File: src/rtl/branch_pkg.sv
// branch_pkg: branch type encodings and BHT helper functions
package branch_pkg;
  typedef enum logic [2:0] {
    BR_NONE = 3'd0,
    BR_B    = 3'd1,
    BR_BEQ  = 3'd2,
    BR_BNE  = 3'd3,
    BR_BLT  = 3'd4,
    BR_BGE  = 3'd5,
    BR_CBZ  = 3'd6,
    BR_CBNZ = 3'd7
  } br_type_e;

  // Word-aligned PCs: drop the two low bits, keep log2(depth) bits above them
  function automatic int bht_idx(input logic [63:0] pc, input int depth);
    return int'(pc[33:2]) & (depth - 1);
  endfunction

  function automatic int bht_rst_val(input int ctr_w);
    return (1 << (ctr_w - 1)) - 1;
  endfunction
endpackage

File: src/rtl/branch_cond_eval.sv
// branch_cond_eval: raw taken/not-taken outcome for each branch type
module branch_cond_eval
  import branch_pkg::*;
#(
  parameter int DATA_W = 64
) (
  input  logic [2:0]        ex_type,
  input  logic              n,
  input  logic              z,
  input  logic              v,
  input  logic [DATA_W-1:0] ex_reg,
  output logic              taken
);
  always_comb begin
    taken = 1'b0;
    case (br_type_e'(ex_type))
      BR_B:    taken = 1'b1;
      BR_BEQ:  taken = z;
      BR_BNE:  taken = !z;
      BR_BLT:  taken = n != v;
      BR_BGE:  taken = n == v;
      BR_CBZ:  taken = ex_reg == '0;
      BR_CBNZ: taken = ex_reg != '0;
      default: taken = 1'b0;
    endcase
  end
endmodule

File: src/rtl/branch_resolve_predict.sv
// branch_resolve_predict: EX branch resolution, BHT prediction, registered
// redirect on mispredict and saturating branch statistics
module branch_resolve_predict
  import branch_pkg::*;
#(
  parameter int DATA_W    = 64,
  parameter int PC_W      = 64,
  parameter int BHT_DEPTH = 64,
  parameter int CTR_W     = 2,
  parameter int STAT_W    = 32
) (
  input  logic              clk,
  input  logic              rst,
  input  logic [PC_W-1:0]   if_pc,
  output logic              if_pred_taken,
  input  logic              ex_valid,
  input  logic              ex_kill,
  input  logic [PC_W-1:0]   ex_pc,
  input  logic [2:0]        ex_type,
  input  logic              ex_pred_taken,
  input  logic              N,
  input  logic              Z,
  input  logic              V,
  input  logic              C,
  input  logic [DATA_W-1:0] ex_reg,
  output logic              ex_taken,
  output logic              flush,
  output logic              flush_to_target,
  input  logic              stat_clr,
  output logic [STAT_W-1:0] branch_cnt,
  output logic [STAT_W-1:0] mispred_cnt
);
  localparam int IW = $clog2(BHT_DEPTH);
  localparam logic [CTR_W-1:0] CTR_MAX = '1;
  localparam logic [CTR_W-1:0] CTR_RST = CTR_W'(bht_rst_val(CTR_W));

  logic [CTR_W-1:0]  bht_q [BHT_DEPTH];
  logic [CTR_W-1:0]  ctr_ex, ctr_d;
  logic [IW-1:0]     if_idx, ex_idx;
  logic              resolve, raw_taken, mispred, flush_q, ftt_q, ftt_d, unused_c;
  logic [STAT_W-1:0] branch_cnt_q, branch_cnt_d, mispred_cnt_q, mispred_cnt_d;

  branch_cond_eval #(.DATA_W(DATA_W)) u_cond (
    .ex_type (ex_type),
    .n       (N),
    .z       (Z),
    .v       (V),
    .ex_reg  (ex_reg),
    .taken   (raw_taken)
  );

  // Carry flag participates in no LEGv8 branch condition handled here
  assign unused_c      = C;
  assign if_idx        = IW'(bht_idx(64'(if_pc), BHT_DEPTH));
  assign ex_idx        = IW'(bht_idx(64'(ex_pc), BHT_DEPTH));
  assign if_pred_taken = bht_q[if_idx][CTR_W-1];
  assign resolve       = ex_valid && !ex_kill && ex_type != BR_NONE;
  assign ex_taken      = resolve && raw_taken;
  assign mispred       = resolve && (ex_taken != ex_pred_taken);

  always_comb begin
    ctr_ex        = bht_q[ex_idx];
    ctr_d         = ex_taken ? (ctr_ex == CTR_MAX ? ctr_ex : ctr_ex + 1'b1)
                             : (ctr_ex == '0 ? ctr_ex : ctr_ex - 1'b1);
    ftt_d         = mispred ? ex_taken : ftt_q;
    branch_cnt_d  = stat_clr ? '0 : branch_cnt_q + STAT_W'(resolve && branch_cnt_q != '1);
    mispred_cnt_d = stat_clr ? '0 : mispred_cnt_q + STAT_W'(mispred && mispred_cnt_q != '1);
  end

  always_ff @(posedge clk or posedge rst) begin
    if (rst) begin
      for (int i = 0; i < BHT_DEPTH; i++) bht_q[i] <= CTR_RST;
      flush_q       <= 1'b0;
      ftt_q         <= 1'b0;
      branch_cnt_q  <= '0;
      mispred_cnt_q <= '0;
    end else begin
      if (resolve) bht_q[ex_idx] <= ctr_d;
      flush_q       <= mispred;
      ftt_q         <= ftt_d;
      branch_cnt_q  <= branch_cnt_d;
      mispred_cnt_q <= mispred_cnt_d;
    end
  end

  assign flush           = flush_q;
  assign flush_to_target = ftt_q;
  assign branch_cnt      = branch_cnt_q;
  assign mispred_cnt     = mispred_cnt_q;
endmodule

File: config.mk
export PLATFORM = sky130hd
export DESIGN_NAME = branch_resolve_predict
export DESIGN_NICKNAME = d
export VERILOG_FILES = /design/src/rtl/branch_pkg.sv /design/src/rtl/branch_cond_eval.sv /design/src/rtl/branch_resolve_predict.sv
export SDC_FILE = /design/constraint.sdc
export NUM_CORES = 1
export LEC_CHECK = 0
export CORE_UTILIZATION = 30
export DETAILED_ROUTE_END_ITERATION = 10
export GPL_TIMING_DRIVEN = 0
export PLACE_DENSITY = 0.56
export SYNTH_ARGS = -nofsm -noshare
export SYNTH_HDL_FRONTEND = slang
export SYNTH_SLANG_ARGS = --single-unit
File: constraint.sdc
create_clock -name clk -period 8.2 [get_ports clk]
set_input_delay 1.64 -clock clk [delete_from_list [all_inputs] [get_ports clk]]
set_output_delay 1.64 -clock clk [all_outputs]
set_load 0.01 [all_outputs]
==> reports/qor.yml <==
outcome: "finished clean"
yosys.area.top_type: "dfrtp_1"
gp_congestion: 0.870
routed_wl_mm: 32.6
drv_cap: 0
synth_area_leaders: "dfrtp_1 32%, dfstp_2 16%, nand2_1 8.1%, mux4_2 5.5%, o21ai_0 4.0%"
timing.rr.start: "branch_cnt[21]$_DFF_PP0_"
clk_pin_slew_worst_paths_ns: 0.07
numPortBuffers: 149
die_h_um: 187
die_area_mm2: 0.0350
cts-resized-gates: 0
htree_levels: 4
cp-start-kind: "input pin"
core_area_mm2: 0.0336
syn_area_mm2: 0.0103
wire_per_inst_um: 19.2
area_growth_syn_to_layout_pct: 26.6
worst_slew_pin_slew_ns: 1.39
worst_slew_margin_rel_pct: 7.20
cp.required_ns: 6.56
cp_max_fo: 10
total_power_uw: 2040
initial_core_util_pct: 30.6
numCtsBuffers: 17
vias_per_cell: 5.16
p_per_area_mw_per_mm2: 157
layout_min_cycle_time_ns: 6.87
rrSetupSlack_ns: 4.73
num_vias: 8755
post-route-period-util_pct: 83.7
clk_latency_ns: 0.45
grt_max_degree: 117
synth_async_sr_flop_share_pct: 100
leakage_uw: 0.00486
grt_pass1_wl_mm: 51.7
overflow: 0
diodes: 0
finalSetupViolCount: 0
endpoint_kind: "primary output"
finalHoldViolations: 0
clockBufferDepth: 2
postCtsSetupBuffers: 0
drtIter0Drc: 634
crit_type: "in -> out"
ys_warn_count: 0
clock.fmax_mhz: 146
rr_endpoint: "branch_cnt[26]$_DFF_PP0_"
synth_top_cell_area_share_pct: 31.7
min_path_type: "reg -> reg"
num_io_pins: 273
nNetsFinal: 1445
drt_pass1_iterations: 8
cts_root_buffer: "clkbuf_16"
syn_nets: 1272
chipWidth_um: 187
cts_hold_buffers: 0
drive_above_1_share_pct: 17.2
hold_path_end: "bht_q[114]$_DFFE_PP1P_"
netlist_instances: 1063
dp_hpwl_mm: 23.3
synth_edf_count: 0
avgSynthCellArea_um2: 9.67
num_rows: 67
hold_depth: 2
drcViolationCount: 0
rsz0062_at_grt: "no"
finalMaxSlewViolations: 0
ant_nets: 0
grt_pass1_vias: 8888
antenna_found_initial: 0
skew_ns: 0.0117
synth_seq_area_share_pct: 48.0
vdd_drop_max_mv: 0.144
whs_ns: 0.463
yosys_register_bits: 194
grt_use_total_pct: 19.1
cts.sinks: 194
synth_ff_type: "dfrtp_1"
cts_tree: "done"
synth_cell_types: 60
cp_data_arrival_time_ns: 5.23
hold_start: "bht_q[114]$_DFFE_PP1P_"
ff2ff_path_depth: 15
layout by cell type, fill, tap and decap left out, types with 26 or more instances in the layout:
| cell | count |
|---|---|
| nand2_1 | 222 |
| o21ai_2 | 40 |
| a21oi_1 | 27 |
| dfstp_2 | 64 |
| nor2_1 | 84 |
| xor2_1 | 34 |
| dfrtp_1 | 130 |
| nand3_1 | 39 |
| nand3b_1 | 26 |
| o21ai_0 | 83 |
| clkdlybuf4s50_1 | 149 |
worst max-delay path by stage:
stage	startpoint	endpoint	slack (ns)	depth (start not counted)
floorplan	rst	bht_q[101]$_DFFE_PP0P_	1.38	1
global placement	rst	bht_q[11]$_DFFE_PP0P_	-1.56	2
detailed placement	if_pc[2]	if_pred_taken	1.30	6
CTS	if_pc[2]	if_pred_taken	1.30	6
global route	if_pc[2]	if_pred_taken	1.19	6
finish	if_pc[2]	if_pred_taken	1.33	6
metrics by stage:
stage	util, %	std cells	TNS (ns)	setup slack [ns]	cell area [um2]
2_1_floorplan	-	1063	0	1.38	10300
3_3_place_gp	36.7	1660	-200.57	-1.56	12300
3_5_place_dp	37.0	1665	0	1.30	12400
4_1_cts	38.7	1697	0	1.30	13000
5_1_grt	38.7	1697	0	1.19	13000
6_report	38.7	1697	0	1.33	13000
worst max-delay path, cell delays in order:
cell	delay (ns)
clkbuf_1	0.61
buf_1	0.85
mux4_2	0.61
mux4_2	0.54
mux4_2	0.46
clkdlybuf4s50_1	0.49
routing by layer:
layer / share of wire, % / global-route usage [%] / up-vias
li1: - / - / 4104
met1: 44 / 25.8 / 4232
met2: 45 / 30.0 / 362
met3: 8.8 / 5.03 / 57
met4: 2.3 / 5.45 / 0
met5: 0 / 0 / -
cells by family after synthesis:
group,after synthesis,share of synthesized area [%]
flops,194,48.0
xor+xnor,58,4.94
mux,52,8.15
simple gates,476,21.8
buf+inv,67,3.46
fa+ha+maj,6,0.694
compound gates,210,12.9
flip-flops by register name, summed over array words and instances, names as in the netlist:
name,count
bht_q,128
mispred_cnt,32
flush_to_target,1
flush,1
branch_cnt,32
where the power goes:
group	internal (uW)	switching, uW
Sequential	983	11.8
Clock	448	393
Combinational	82.5	120
Total	1510	525
cell type report:
class / instances / area, um2
repair buffers: 154 / 1560
inverters: 15 / 63.8
multi-input cells: 802 / 5010
well taps: 448 / 561
flip-flops and latches: 194 / 4930
plain buffers: 52 / 299
fillers: 3354 / 20600
clock inverters: 10 / 103
clock buffers: 22 / 474
cells in the mapped netlist (14+ instances only):
cell and number:
a21oi_1 27, buf_2 14, clkbuf_1 22, dfrtp_1 130
dfstp_2 64, inv_1 14, mux2i_1 24, mux4_2 25
nand2_1 222, nand3_1 39, nand3b_1 26, nand4_1 17
nor2_1 84, nor4_1 22, o21ai_0 83, o21ai_1 20
o21ai_2 40, xnor2_1 24, xor2_1 34
No activity file was read; power rests on OpenSTA's default activity.
